<file path="src/rtl/unidade_busca.sv">
// unidade_busca: instruction fetch unit, the writer side of fila_de_instrucoes.
// It reads 16-bit instructions from a synchronous instruction memory at Pc and
// pushes them into the queue under Full back-pressure. It stops at a HALT opcode.
// Optional feature: define UNIDADE_BUSCA_PREFETCH_EN to issue the next read in
// the same cycle as a push (1 instruction/cycle instead of 1 per 2 cycles).

module unidade_busca #(
    parameter int unsigned           ADDR_WIDTH  = 8,
    parameter logic [ADDR_WIDTH-1:0] START_ADDR  = '0,
    parameter logic [2:0]            HALT_OPCODE = 3'b111
) (
    input  logic                  Clock,
    input  logic                  Reset,
    output logic                  Mem_Rd,
    output logic [ADDR_WIDTH-1:0] Mem_Addr,
    input  logic [15:0]           Mem_Data,
    input  logic                  Full,
    output logic                  Push,
    output logic [15:0]           Instrucao_Buscada,
    output logic [ADDR_WIDTH-1:0] Pc,
    output logic                  Halted
);

    typedef enum logic [1:0] {
        StFetch,
        StCapture,
        StStall,
        StDone
    } state_e;

    state_e                  state_q, state_d;
    logic [ADDR_WIDTH-1:0]   pc_q, pc_d;
    logic [15:0]             hold_q, hold_d;

    logic                    is_halt;
    logic [ADDR_WIDTH-1:0]   pc_inc;

    // Memory data is only meaningful in CAPTURE; the decode is qualified there.
    assign is_halt = (Mem_Data[15:13] == HALT_OPCODE);
    // Natural wrap modulo 2^ADDR_WIDTH.
    assign pc_inc  = pc_q + ADDR_WIDTH'(1);

    assign Pc = pc_q;

    // State, program counter and stalled-instruction register; synchronous reset.
    always_ff @(posedge Clock) begin
        if (!Reset) begin
            state_q <= StFetch;
            pc_q    <= START_ADDR;
            hold_q  <= '0;
        end else begin
            state_q <= state_d;
            pc_q    <= pc_d;
            hold_q  <= hold_d;
        end
    end

    // Next-state and outputs; Push is combinational on Full so it can never fire while full.
    always_comb begin
        state_d           = state_q;
        pc_d              = pc_q;
        hold_d            = hold_q;
        Mem_Rd            = 1'b0;
        Mem_Addr          = pc_q;
        Push              = 1'b0;
        Instrucao_Buscada = '0;
        Halted            = 1'b0;

        unique case (state_q)
            StFetch: begin
                Mem_Rd  = 1'b1;
                state_d = StCapture;
            end

            StCapture: begin
                if (is_halt) begin
                    // HALT is consumed here and never reaches the queue.
                    state_d = StDone;
                end else if (!Full) begin
                    Push              = 1'b1;
                    Instrucao_Buscada = Mem_Data;
                    pc_d              = pc_inc;
`ifdef UNIDADE_BUSCA_PREFETCH_EN
                    // Overlap the next read with this push to remove the FETCH bubble.
                    Mem_Rd   = 1'b1;
                    Mem_Addr = pc_inc;
                    state_d  = StCapture;
`else
                    state_d  = StFetch;
`endif
                end else begin
                    // Memory data is only valid this cycle, so park it until the queue drains.
                    hold_d  = Mem_Data;
                    state_d = StStall;
                end
            end

            StStall: begin
                Instrucao_Buscada = hold_q;
                Push              = !Full;
                if (!Full) begin
                    pc_d    = pc_inc;
                    state_d = StFetch;
                end
            end

            StDone: begin
                Halted = 1'b1;
            end

            default: begin
                state_d = StFetch;
            end
        endcase
    end

endmodule
</file>
<file path="config.mk">
export PLATFORM = sky130hd
export DESIGN_NAME = unidade_busca
export DESIGN_NICKNAME = d
export VERILOG_FILES = /design/src/rtl/unidade_busca.sv
export SDC_FILE = /design/constraint.sdc
export NUM_CORES = 1
export LEC_CHECK = 0
export CAP_MARGIN = 20
export CORE_MARGIN = 1
export CORE_UTILIZATION = 41
export CTS_BUF_LIST = sky130_fd_sc_hd__clkbuf_8
export DETAILED_ROUTE_END_ITERATION = 8
export GPL_ROUTABILITY_DRIVEN = 0
export PLACE_DENSITY = 0.8
export SLEW_MARGIN = 25
export SYNTH_ARGS = -nofsm -noshare
export SYNTH_HDL_FRONTEND = slang
export SYNTH_SLANG_ARGS = --single-unit
export TNS_END_PERCENT = 10
</file>
<file path="constraint.sdc">
create_clock -name Clock -period 2.05 [get_ports Clock]
set_input_delay 0.5125 -clock Clock [delete_from_list [all_inputs] [get_ports Clock]]
set_output_delay 0.5125 -clock Clock [all_outputs]
set_load 0.03 [all_outputs]
</file>
==> run metrics <==
fin nets=249; Worst Hold Path Cells=2; ANT nets after route=0; CTS tree=built; status=finished, violations left; Crit Path Max Fanout=8; multiplexer area fraction after synthesis=0.717%; DR vias=1442; FILL cells=235; Buf/Inv on CP=3; top post-synthesis cells by area=dfxtp_1 37%, a22o_1 10%, nand3_1 7.5%, ha_1 5.4%, nand2_1 4.6%; Initial Utilization=44.3%; ys flop type=dfxtp_1; pwr/cell area=514 nW/um2; CP top delay family=buffers and inverters; Area Overhead vs Synth=66.3%; area leader, netlist=dfxtp_1; vias in the first global route=1401; GRT Overall Usage=24.2%; IO Pins=54; worst-path cell chain=inv_2, ha_4, and4b_2, clkbuf_16, a22o_1, buf_6; Gate Count Post-Synth=164; commonest cells in the netlist=26 x dfxtp_1, 21 x nand3_1, 17 x nand2_1, 16 x a22o_1, 12 x clkbuf_1; Arr. time, crit path=1780 ps; largest family of logic cells by synthesized area=simple AND/OR/NAND/NOR gates; Die Y=60.4 um; crit start category=register; initial DRC count=59; final setup vio count=17; post-synth top area share=37.3%; LEAKAGE=0.969 nW; Critical Path Sink Type=output port; htree depth=1; Fin Clk Skew=10.5 ps; Setup CP Type=register to output port; layout cells sized above 1=31.8%; first-pass GRT wire length=6530 um; Core Rows=20; Worst VDD drop=275 uV; largest net degree at the start of global routing=43; gr ovfl total=0; #FFs+latches synth=26; Hold WS=467 ps; die width=60.4 um; Core Util, Final=73.7%; register area share after synthesis=37.3%; RSZ-0062 raised after global routing=true; CP required=1540 ps; clock buffer depth=2; Inserted Diodes=0; core area=3150 um2; crit path time final=2290 ps; Post-Syn Area=1400 um2; clock tree sinks=26; Post-synth EDFFs=0; Slowest-stage cell, CP=dfxtp_2; Die Footprint=3640 um2; count leader, synth=dfxtp_1; Routed WL=3960 um; vias per cell=5.40; mean routed wirelength per cell=14.8 um; PnR worst setup slack=-241 ps; Slew headroom=75.3%; max incr delay on CP=370 ps; Synth Area in Compound Gates=21.2%; Post-Route Setup TNS=-3400 ps; measured slew at the worst slew-check pin=366 ps; router iterations before antenna repair=4; Simple-Gate Fraction of Synth Area=22.3%; Tcrit/Tclk final=112%; Synth Area in Adders=5.38%; cell count along the critical path=6; asr flop ratio synth=0%; final hold vios=0; HPWL after DPL=2500 um; DRC Markers=0; hold buffers post-CTS=0; clk root buf=clkbuf_8; Place WS=-363 ps; initial antenna violation count=0; Net Count, Synth=189; fin. max-slew vios=0; worst reg2reg path depth=7; Ys Warns=0; max frequency=436 MHz; Synth Area in XOR/XNOR=3.14%; PortBufs=53; Skew-Pair Late Insertion Delay=280 ps; Worst-path clk slew=100 ps; Max Cap Violations=0; failing checks=setup timing; cts bufs inserted=3; syn avg cell area=8.51 um2; worst hold path class=register to register; Yosys cell types=33
## kinds of logic after synthesis
kind of cell	count (synthesis)
buffers and inverters	25
adder cells (fa/ha/maj)	6
XOR/XNOR	5
flip-flops	26
multiplexers	1
AND/OR/NAND/NOR	58
AO/OA/AOI/OAI	43
## cells in the final DEF (no fill, tap or decap), types with 2 or more instances in the layout
cell type        netlist  final
o21ai_0                6      6
ha_4                   0      2
o31ai_1                2      2
clkbuf_8               0      4
buf_4                  8     20
and2_1                 7      6
buf_12                 0      4
clkdlybuf4s15_1        0      2
or4_1                  2      2
dfxtp_2                0      2
nand3_1               21     20
dlygate4sd2_1          0      3
nand2_1               17     17
dfxtp_1               26     24
o21ai_1               11     11
xor2_1                 4      4
buf_6                  2     17
a22o_1                16      6
ha_1                   6      3
a22o_4                 0     10
clkdlybuf4s50_1        0     30
nor4b_1                2      2
## metrics by stage
step           cells  instance area (um2)  power (mW)
3_5_place_dp     254                 2070       0.813
6_report         267                 2320        1.19
4_1_cts          265                 2290        1.18
2_1_floorplan    164                 1500       0.698
5_1_grt          267                 2320        1.24
3_3_place_gp     254                 2070       0.805
## repair_timing
item | CTS | global route
setup buffers | 6 | 2
setup endpoints to repair | 18 | 19
pin swaps | 19 | 2
gates resized for setup | 32 | 9
cloned | 1 | 0
## worst register-to-register path, stage by stage, from the launching register on
cell and delay (ps):
dfxtp_2 350, buf_6 130, ha_4 150, buf_4 150, and4_4 190, or2_1 260, or4_1 510, a21boi_2 170
## final timing paths
| check | start | slack, ps | endpoint |
|---|---|---|---|
| hold / removal | hold_q[2] | 470 | hold_q[2] |
| setup reg to reg | state_q[0] | 80 | Mem_Addr[5] |
| setup / recovery | state_q[0] | -240 | Instrucao_Buscada[4] |
| hold reg to reg | hold_q[2] | 470 | hold_q[2] |
## report_power, final
| part | switching (mW) | internal (mW) | total, mW |
|---|---|---|---|
| logic | 0.146 | 0.158 | 0.304 |
| registers | 0.0186 | 0.528 | 0.546 |
| clock network | 0.171 | 0.172 | 0.344 |
## per-layer routing
layer | track usage, % | part of all wire (%) | up-vias
met2 | 42.2 | 51 | 53
li1 | - | - | 694
met3 | 2.99 | 3.7 | 9
met1 | 29.5 | 43 | 686
met5 | 0 | 0 | -
met4 | 11.3 | 2.1 | 0
## registers in the layout, summed over array words and instances (netlist names)
name and flops:
Mem_Addr 8, hold_q 16, state_q 2
## final cells by class
| type | count | area, um2 | area share, % |
|---|---|---|---|
| flip-flops and latches | 26 | 523 | 22.5 |
| inverters | 2 | 10.0 | 0.431 |
| well taps | 44 | 55.1 | 2.37 |
| clock buffers | 4 | 55.1 | 2.37 |
| repair buffers | 78 | 806 | 34.7 |
| multi-input cells | 113 | 873 | 37.6 |
Note: power is estimated with default switching activity, not from simulation.
